## config.mk

```make
export PLATFORM = sky130hd
export DESIGN_NAME = matmul_tile_ctrl
export DESIGN_NICKNAME = d
export VERILOG_FILES = /design/src/rtl/matmul_tile_ctrl.sv
export SDC_FILE = /design/constraint.sdc
export NUM_CORES = 2
export LEC_CHECK = 0
export BUFFER_PORTS_ARGS = -buffer_cell sky130_fd_sc_hd__buf_4
export CAP_MARGIN = 10
export CORE_MARGIN = 3
export CORE_UTILIZATION = 45
export DETAILED_ROUTE_END_ITERATION = 6
export PLACE_DENSITY = 0.6
export SETUP_SLACK_MARGIN = 0.1
export SLEW_MARGIN = 30
export SYNTH_ARGS = -nofsm -noshare
export SYNTH_HDL_FRONTEND = slang
export SYNTH_SLANG_ARGS = --single-unit
```

## constraint.sdc

```tcl
create_clock -name clk -period 20 [get_ports clk]
set_input_delay 4 -clock clk [delete_from_list [all_inputs] [get_ports clk]]
set_output_delay 4 -clock clk [all_outputs]
set_load 0.02 [all_outputs]
```

## src/rtl/matmul_tile_ctrl.sv

```systemverilog
// matmul_tile_ctrl: loads NxN A and B matrices from a stream, computes C = A x B through one shared 2x2 block multiplier, and streams C out row-major.
// Latency: first out_valid (N/2)^3*(MM_LATENCY+1)+1 cycles after the last input handshake.
// Backpressure: in_ready is high only in IDLE/LOAD; out_data is held while out_ready=0. The MATMUL_TILE_CTRL_SAT_EN macro enables saturating accumulation and adds the sat_flag port.
`timescale 1ns/1ps
module matmul_tile_ctrl #(
    parameter int N          = 4,
    parameter int MM_LATENCY = 2
) (
    input  logic         clk,
    input  logic         rst,
    input  logic         in_valid,
    output logic         in_ready,
    input  logic [15:0]  in_data,
    output logic         out_valid,
    input  logic         out_ready,
    output logic [31:0]  out_data,
    output logic [63:0]  mm_a,
    output logic [63:0]  mm_b,
    input  logic [127:0] mm_c,
`ifdef MATMUL_TILE_CTRL_SAT_EN
    output logic         sat_flag,
`endif
    output logic         busy,
    output logic         done
);

    localparam int NN = N * N;
    localparam int HN = N / 2;
    localparam int AW = $clog2(NN);
    localparam int LW = $clog2(2 * NN);
    localparam int TW = (HN > 1) ? $clog2(HN) : 1;
    localparam int WW = (MM_LATENCY > 1) ? $clog2(MM_LATENCY) : 1;

    localparam logic [TW-1:0] T_LAST  = TW'(HN - 1);
    localparam logic [WW-1:0] W_LAST  = WW'(MM_LATENCY - 1);
    localparam logic [LW-1:0] LD_LAST = LW'(2 * NN - 1);
    localparam logic [LW-1:0] LD_B    = LW'(NN);
    localparam logic [AW-1:0] C_LAST  = AW'(NN - 1);

    typedef enum logic [2:0] {
        S_IDLE,
        S_LOAD,
        S_ISSUE,
        S_WAIT,
        S_DRAIN
    } state_t;

    state_t state_q, state_d;

    logic [LW-1:0] ld_cnt_q;
    logic [TW-1:0] ti_q, tj_q, tk_q;
    logic [WW-1:0] wt_cnt_q;
    logic [AW-1:0] oidx_q;
    logic [AW-1:0] oidx_nxt;

    logic [15:0] a_mem [NN];
    logic [15:0] b_mem [NN];
    logic [31:0] c_mem [NN];

    logic [31:0] acc_q   [4];
    logic [31:0] acc_sum [4];

    logic        in_ready_q, in_ready_d;
    logic        out_valid_q;
    logic [31:0] out_data_q;
    logic [63:0] mm_a_q, mm_b_q;
    logic        done_q;

    logic in_hs, out_hs;
    logic wait_last, k_last, j_last, i_last, all_last;

    int row_i, col_j, dep_k;

    // Flat row-major index of element (r, c) in an NxN buffer.
    function automatic logic [AW-1:0] idx(input int r, input int c);
        return AW'(r * N + c);
    endfunction

    assign row_i    = 2 * int'(ti_q);
    assign col_j    = 2 * int'(tj_q);
    assign dep_k    = 2 * int'(tk_q);
    assign oidx_nxt = oidx_q + AW'(1);

    assign in_hs     = in_valid & in_ready_q;
    assign out_hs    = out_valid_q & out_ready;
    assign k_last    = (tk_q == T_LAST);
    assign j_last    = (tj_q == T_LAST);
    assign i_last    = (ti_q == T_LAST);
    assign all_last  = k_last & j_last & i_last;
    assign wait_last = (state_q == S_WAIT) && (wt_cnt_q == W_LAST);

    assign in_ready  = in_ready_q;
    assign out_valid = out_valid_q;
    assign out_data  = out_data_q;
    assign mm_a      = mm_a_q;
    assign mm_b      = mm_b_q;
    assign done      = done_q;
    assign busy      = (state_q != S_IDLE);

`ifdef MATMUL_TILE_CTRL_SAT_EN
    logic        sat_q;
    logic        sat_hit;
    logic [32:0] sum33;

    assign sat_flag = sat_q;

    // Per-lane accumulate with clamp at all-ones; sat_hit flags any clamped lane.
    always_comb begin
        sat_hit = 1'b0;
        sum33   = '0;
        for (int l = 0; l < 4; l++) begin
            sum33 = {1'b0, acc_q[l]} + {1'b0, mm_c[32*l +: 32]};
            if (sum33[32]) begin
                acc_sum[l] = 32'hFFFF_FFFF;
                sat_hit    = 1'b1;
            end else begin
                acc_sum[l] = sum33[31:0];
            end
        end
    end

    // Sticky saturation flag, cleared when a new job's first element arrives.
    always_ff @(posedge clk or posedge rst) begin
        if (rst) begin
            sat_q <= 1'b0;
        end else if (in_hs && state_q == S_IDLE) begin
            sat_q <= 1'b0;
        end else if (wait_last && sat_hit) begin
            sat_q <= 1'b1;
        end
    end
`else
    // Per-lane accumulate, wrapping modulo 2^32.
    always_comb begin
        for (int l = 0; l < 4; l++) begin
            acc_sum[l] = acc_q[l] + mm_c[32*l +: 32];
        end
    end
`endif

    // FSM state register.
    always_ff @(posedge clk or posedge rst) begin
        if (rst) begin
            state_q <= S_IDLE;
        end else begin
            state_q <= state_d;
        end
    end

    // Next-state logic; in_ready is registered from the next state so it is low during reset.
    always_comb begin
        state_d = state_q;
        case (state_q)
            S_IDLE:  if (in_hs) state_d = S_LOAD;
            S_LOAD:  if (in_hs && ld_cnt_q == LD_LAST) state_d = S_ISSUE;
            S_ISSUE: state_d = S_WAIT;
            S_WAIT:  if (wait_last) state_d = all_last ? S_DRAIN : S_ISSUE;
            S_DRAIN: if (out_hs && oidx_q == C_LAST) state_d = S_IDLE;
            default: state_d = S_IDLE;
        endcase
        in_ready_d = (state_d == S_IDLE) || (state_d == S_LOAD);
    end

    // Load counter, tile loop counters and the multiplier wait counter.
    always_ff @(posedge clk or posedge rst) begin
        if (rst) begin
            in_ready_q <= 1'b0;
            ld_cnt_q   <= '0;
            ti_q       <= '0;
            tj_q       <= '0;
            tk_q       <= '0;
            wt_cnt_q   <= '0;
        end else begin
            in_ready_q <= in_ready_d;
            if (in_hs) begin
                ld_cnt_q <= (ld_cnt_q == LD_LAST) ? '0 : ld_cnt_q + LW'(1);
            end
            if (state_q == S_WAIT) begin
                wt_cnt_q <= wait_last ? '0 : wt_cnt_q + WW'(1);
            end else begin
                wt_cnt_q <= '0;
            end
            if (wait_last) begin
                if (k_last) begin
                    tk_q <= '0;
                    if (j_last) begin
                        tj_q <= '0;
                        ti_q <= i_last ? '0 : ti_q + TW'(1);
                    end else begin
                        tj_q <= tj_q + TW'(1);
                    end
                end else begin
                    tk_q <= tk_q + TW'(1);
                end
            end
        end
    end

    // Operand and result buffers: A then B fill from the stream, C tiles land after the last k block.
    always_ff @(posedge clk) begin
        if (in_hs) begin
            if (ld_cnt_q < LD_B) begin
                a_mem[AW'(ld_cnt_q)] <= in_data;
            end else begin
                b_mem[AW'(ld_cnt_q - LD_B)] <= in_data;
            end
        end
        if (wait_last && k_last) begin
            c_mem[idx(row_i,     col_j    )] <= acc_sum[0];
            c_mem[idx(row_i,     col_j + 1)] <= acc_sum[1];
            c_mem[idx(row_i + 1, col_j    )] <= acc_sum[2];
            c_mem[idx(row_i + 1, col_j + 1)] <= acc_sum[3];
        end
    end

    // Multiplier operand tiles and the partial-sum accumulator.
    always_ff @(posedge clk or posedge rst) begin
        if (rst) begin
            mm_a_q <= '0;
            mm_b_q <= '0;
            for (int l = 0; l < 4; l++) acc_q[l] <= '0;
        end else begin
            if (state_q == S_ISSUE) begin
                mm_a_q <= {a_mem[idx(row_i + 1, dep_k + 1)], a_mem[idx(row_i + 1, dep_k)],
                           a_mem[idx(row_i,     dep_k + 1)], a_mem[idx(row_i,     dep_k)]};
                mm_b_q <= {b_mem[idx(dep_k + 1, col_j + 1)], b_mem[idx(dep_k + 1, col_j)],
                           b_mem[idx(dep_k,     col_j + 1)], b_mem[idx(dep_k,     col_j)]};
                if (tk_q == '0) begin
                    for (int l = 0; l < 4; l++) acc_q[l] <= '0;
                end
            end else if (wait_last) begin
                for (int l = 0; l < 4; l++) acc_q[l] <= acc_sum[l];
            end
        end
    end

    // Output streamer: the first DRAIN cycle presents C[0], then one element per handshake.
    always_ff @(posedge clk or posedge rst) begin
        if (rst) begin
            out_valid_q <= 1'b0;
            out_data_q  <= '0;
            oidx_q      <= '0;
            done_q      <= 1'b0;
        end else begin
            done_q <= 1'b0;
            if (state_q == S_DRAIN) begin
                if (!out_valid_q) begin
                    out_valid_q <= 1'b1;
                    out_data_q  <= c_mem[oidx_q];
                end else if (out_hs) begin
                    if (oidx_q == C_LAST) begin
                        out_valid_q <= 1'b0;
                        oidx_q      <= '0;
                        done_q      <= 1'b1;
                    end else begin
                        oidx_q     <= oidx_nxt;
                        out_data_q <= c_mem[oidx_nxt];
                    end
                end
            end
        end
    end

endmodule

```

# Word-level counts from Yosys, hierarchy flattened
# Memory sizes are Yosys's and may differ from the RTL's. A register that Yosys moved wholly into a read port is not among the register bits.
# Index checks and enable logic that the tools add are counted.
# Widths: inputs -> output; s select.
[op_classes]
addsub = 26
multipliers = 0
div = 0
order_cmp = 1
n_eq_ne = 10
shifts = 0
n_mux = 34
n_bitwise = 4
reduce_logical = 14
[op_table]
columns = ["operator", "n"]
rows = [
  ["$mux 128", 3],
  ["$add 32x32->32", 4],
  ["$mux 32", 3],
  ["$add 4x2->4", 5],
  ["$add 4x4->4", 5],
  ["$mux 1", 20],
  ["$mux 3", 5],
  ["$pmux 3 s5", 1],
  ["$reduce_and 3->1", 3],
  ["$add 4x3->4", 2],
  ["$add 2x1->3 const B", 2],
  ["$eq 3x1->1 const B", 2],
  ["$eq 3x2->1 const B", 2],
  ["$logic_not 3->1", 2],
  ["$add 5x1->5 const B", 1],
  ["$eq 5x5->1 const B", 1],
  ["$lt 5x5->1 const B", 1],
  ["$mux 5", 1],
  ["$add 1x1->1 const B", 4],
  ["$add 4x1->4 const B", 1],
  ["$and 1x1->1", 4],
  ["$eq 4x4->1 const B", 1],
  ["$logic_and 1x1->1", 4],
  ["$mux 4", 1],
  ["other kinds (9)", 11],
]
[word_totals]
reg_bits = 179
latchBits = 0
ramBits = 1024
rom_bits = 0
inputBits = 148
out_inout_bits = 164
elab_cells = 107
memories = 3
[mem_list]
columns = ["name", "words", "word_bits", "rd", "rd_ports_with_merged_regs", "write_ports", "line_no", "rtl"]
rows = [
  ["c_mem", 16, 32, 2, 0, 4, "58", "logic [31:0] c_mem [NN];"],
  ["a_mem", 16, 16, 4, 4, 1, "56", "logic [15:0] a_mem [NN];"],
  ["b_mem", 16, 16, 4, 4, 1, "57", "logic [15:0] b_mem [NN];"],
]

# Depth between registers and ports, before layout
[depth]
word_depth = 7
ltp_mapped = 11
mapped_depth_nobuf = 11

# Least setup slack after synthesis
# Ideal clock, no wire load.
[synth_timing]
kind = "reg2reg"
from = "register tk_q (netlist: k_last)"
to = "memory c_mem[0][0], enable pin"
setup_time_ps = 772
arrival_time_ps = 10247
required_ps = 19228
slack_ps = 8981
path_stages_with_launch = 7
path_buffers = 4
synth_period_minus_slack_ps = 11019
path_cell_list = "dfrtp_1 > clkbuf_1 > buf_2 > clkbuf_1 > buf_1 > nand2_1 > nor3_1"
[synth_rtl]
columns = ["element", "line_no", "rtl"]
rows = [
  ["start: declaration", "51", "logic [TW-1:0] ti_q, tj_q, tk_q;"],
  ["start signal: assignment", "193", "tk_q <= tk_q + TW'(1);"],
  ["end: declaration", "58", ""],
]

==> metrics.csv <==
stage,metric,value,unit
status,status,completed,
clock_tree,CTS clock-pin slew for the worst setup and hold paths,0.06,ns
critical_path,crit path capture type,flop,
clock_tree,Hold Buf Count CTS,0,
finish,"commonest non-fill, non-tap cells in the layout","edfxtp_1, buf_4, mux4_2",
sta,worst rel slew slack,0.336,
power,Int Power,0.00593,W
sta,Max Freq,156,MHz
floorplan,die height,371,um
finish,layout cells sized above 1,0.287,
critical_path,Worst EP required,20.46,ns
finish,nets,4204,
logic_synthesis,top_reg_cell synth,edfxtp_1,
floorplan,Core Region,132000,um2
power,net switching power,0.00269,W
clock_tree,Setup Buffers After CTS,0,
sta,Slew @ Worst Pin,0.989,ns
grt,largest net degree at the start of global routing,129,
logic_synthesis,xor/xnor cell area share of the yosys netlist,0.0183,
flow_run,Max Cap Viol,0,
grt,grt ovf,0,
grt,first-pass GRT wire length,228000,um
sta,minimum hold slack,0.442,ns
logic_synthesis,fraction of the mapped netlist area in adder cells,0.0285,
clock_tree,CTS tree,yes,
floorplan,Die Area,137000,um2
sta,min Tclk post-route,6.41,ns
sta,"Hold Violations, Final",0,
power,clock share of power,0.307,
critical_path,Worst Setup Path Type,in -> reg,
detailed_routing,Avg WL per Cell,26.4,um
critical_path,"Slowest-stage cell, CP",fa_1,
power,Switching Share,0.312,
logic_synthesis,Syn Inst Count,3593,
logic_synthesis,synth warn,0,
clock_tree,H-tree levels,4,
place,dpl hpwl,102000,um
floorplan,I/O pin cnt,312,
detailed_routing,DRT Pass-1 Iters,5,
sta,RSZ-0062 raised after global routing,false,
detailed_routing,post-route ant nets,0,
critical_path,Max stage delay on crit path,0.43,ns
grt,vias in the first global route,34900,
clock_tree,Root Driver,clkbuf_16,
detailed_routing,Post-route DRC,0,
critical_path,CP startpoint kind,input pin,
critical_path,worst-path fanout max,4,
critical_path,CP bufs+invs,1,
logic_synthesis,"EDFF count, synth",1024,
floorplan,num rows,133,
finish,Filler Cells Inserted,10700,
logic_synthesis,mux contribution to synthesized area,0.180,
floorplan,initial core utilization,0.454,
clock_tree,CTS max path bufs,3,
clock_tree,CTS Sinks,1331,
clock_tree,CTS Buf Count,143,
power,Logic pwr share,0.265,
place,RePlAce Congestion,0.855,
power,sequential fraction of design power,0.428,
logic_synthesis,largest family of logic cells by synthesized area,multiplexers,
detailed_routing,vias per cell,5.84,
logic_synthesis,asr flop ratio synth,0.231,
sta,Final Setup Violations,0,
logic_synthesis,Simple-Gate Fraction of Synth Area,0.0327,
critical_path,crit path cell chain,"buf_4, ha_1, fa_1, a211oi_1, nor2_1, o31a_1, a21boi_2, o21ai_1, a211o_1, a211oi_2, mux2i_1, nand2_1",
finish,Area Overhead vs Synth,15.4,%
critical_path,CP top delay family,compound AO/OA/AOI/OAI gates,
sta,final cycle utilization of the critical path,0.320,
logic_synthesis,Yosys reg bits,1331,
logic_synthesis,Syn Std Cell Area,59800,um2
logic_synthesis,compound-gate portion of the synthesized area,0.0821,
detailed_routing,vias,33900,
logic_synthesis,Syn Nets,3875,
grt,initial antenna violation count,2,
logic_synthesis,sequential area share after synthesis,0.643,
power,Power Dens Cells,125,nW/um2
detailed_routing,Final Routed Wirelength,153000,um
logic_synthesis,Avg Inst Size Synth,16.6,um2
finish,"most common cell after layout, fill and taps aside",edfxtp_1,
place,Port-buffer cells,311,
critical_path,"Arr. time, crit path",6.86,ns
sta,clk_skew,0.0395,ns
power,worst vdd ir,87.7,uV
sta,Slew Limit Fails,0,
grt,GRT Util Overall,0.225,
detailed_routing,DRT iter0 DRCs,2544,
power,Pleak,24.9,nW
logic_synthesis,post-synth cell types,83,
sta,Total Neg Setup Slack,0,ns
clock_tree,post-CTS resize count,0,
hold_path,Hold WC Path Type,reg -> reg,
floorplan,Die W,371,um
clock_tree,clk_lat worst skew,0.76,ns
per-layer routing:
layer | vias to the layer above | part of all wire | track usage
met5 | - | 0.000085 | 0
met4 | 2 | 0.037 | 0.0847
met3 | 232 | 0.054 | 0.0397
met2 | 880 | 0.53 | 0.400
met1 | 17500 | 0.38 | 0.272
li1 | 15200 | - | -
area by class of cell:
class / instances / area [um2] / share of cell area
multi-input cells: 2035 / 20600 / 0.298
repair buffers: 384 / 2940 / 0.0426
inverters: 27 / 109 / 0.00158
flip-flops and latches: 1331 / 38400 / 0.557
well taps: 1755 / 2200 / 0.0318
diodes: 1 / 2.50 / 0.0000363
clock inverters: 78 / 796 / 0.0115
clock buffers: 189 / 3940 / 0.0572
cells in the mapped netlist, types with 9 or more instances:
master    number  area share
o21bai_1      12      0.0015
mux2_2       161       0.030
a22oi_1       19      0.0024
and3_1        12      0.0013
buf_1         29      0.0018
o22ai_1       15      0.0016
ha_1         130       0.027
nor2b_1       16      0.0017
a211oi_1      30      0.0038
a22o_1       121       0.018
a21o_1        68      0.0085
nand4_1       16      0.0017
clkbuf_1     122      0.0077
o21ai_0      104      0.0087
dfrtp_1      307        0.13
o221ai_1      15      0.0022
edfxtp_1    1024        0.51
nand2b_1      14      0.0015
nand2_1      158      0.0099
and2_1         9     0.00094
o21ai_1       67      0.0056
mux4_2       341        0.13
a21oi_1      153       0.013
nand3_1       49      0.0041
nor3_1        11     0.00092
o211ai_1      10      0.0013
xnor2_1       82       0.012
a221oi_1      22      0.0032
nor2_1       108      0.0068
mux2i_1      127       0.021
xor2_1        37      0.0054
buf_2         43      0.0036
inv_1         26      0.0016
a31oi_1       21      0.0022
o21a_1        14      0.0018
power by group through the flow:
| stage | sequential, W | combinational (W) | clock [W] |
|---|---|---|---|
| global placement | 0.00374 | 0.00229 | 0 |
| detailed placement | 0.00374 | 0.00232 | 0 |
| global route | 0.00372 | 0.00248 | 0.00283 |
| CTS | 0.00370 | 0.00233 | 0.00270 |
| floorplan | 0.00378 | 0.00141 | 0 |
| finish | 0.00369 | 0.00228 | 0.00265 |
final timing paths:
check / from / endpoint / slack (ns) / cells past startpoint
max in group asynchronous: rst / oidx_q[3] / 14.47 / 4
worst max register to register: oidx_q[0] / out_data[7] / 14.66 / 8
worst min register to register: wt_cnt_q / wt_cnt_q / 0.44 / 1
worst max-delay path: mm_c[96] / c_mem[7][20] / 13.59 / 12
worst min-delay path: wt_cnt_q / wt_cnt_q / 0.44 / 1
min in group asynchronous: rst / mm_b[12] / 3.29 / 2
flip-flops by register name (all words and copies together), names as in the netlist, 3 cells and up:
signal / flops
a_mem: 256
acc_q: 128
b_mem: 256
c_mem: 512
ld_cnt_q: 5
mm_a: 64
mm_b: 64
oidx_q: 4
out_data: 32
state_q: 3
through the flow:
step	utilization	setup slack, ns	cells	total power, W	instance area [um2]
finish	0.524	13.59	5800	0.00861	69000
global route	0.524	13.33	5799	0.00903	69000
CTS	0.523	13.68	5798	0.00872	68900
detailed placement	0.487	12.93	5531	0.00606	64200
global placement	0.487	12.95	5531	0.00603	64200
floorplan	-	7.51	3593	0.00519	59800
kinds of logic (layout without fill, tap and decap cells):
| kind of cell | count (synthesis) | count (layout) |
|---|---|---|
| AND/OR/NAND/NOR | 424 | 424 |
| multiplexers | 629 | 629 |
| other | 0 | 1 |
| AO/OA/AOI/OAI | 726 | 726 |
| XOR/XNOR | 122 | 122 |
| buffers and inverters | 227 | 678 |
| flip-flops | 1331 | 1331 |
| adder cells (fa/ha/maj) | 134 | 134 |
(Power assumes the default switching activity.)
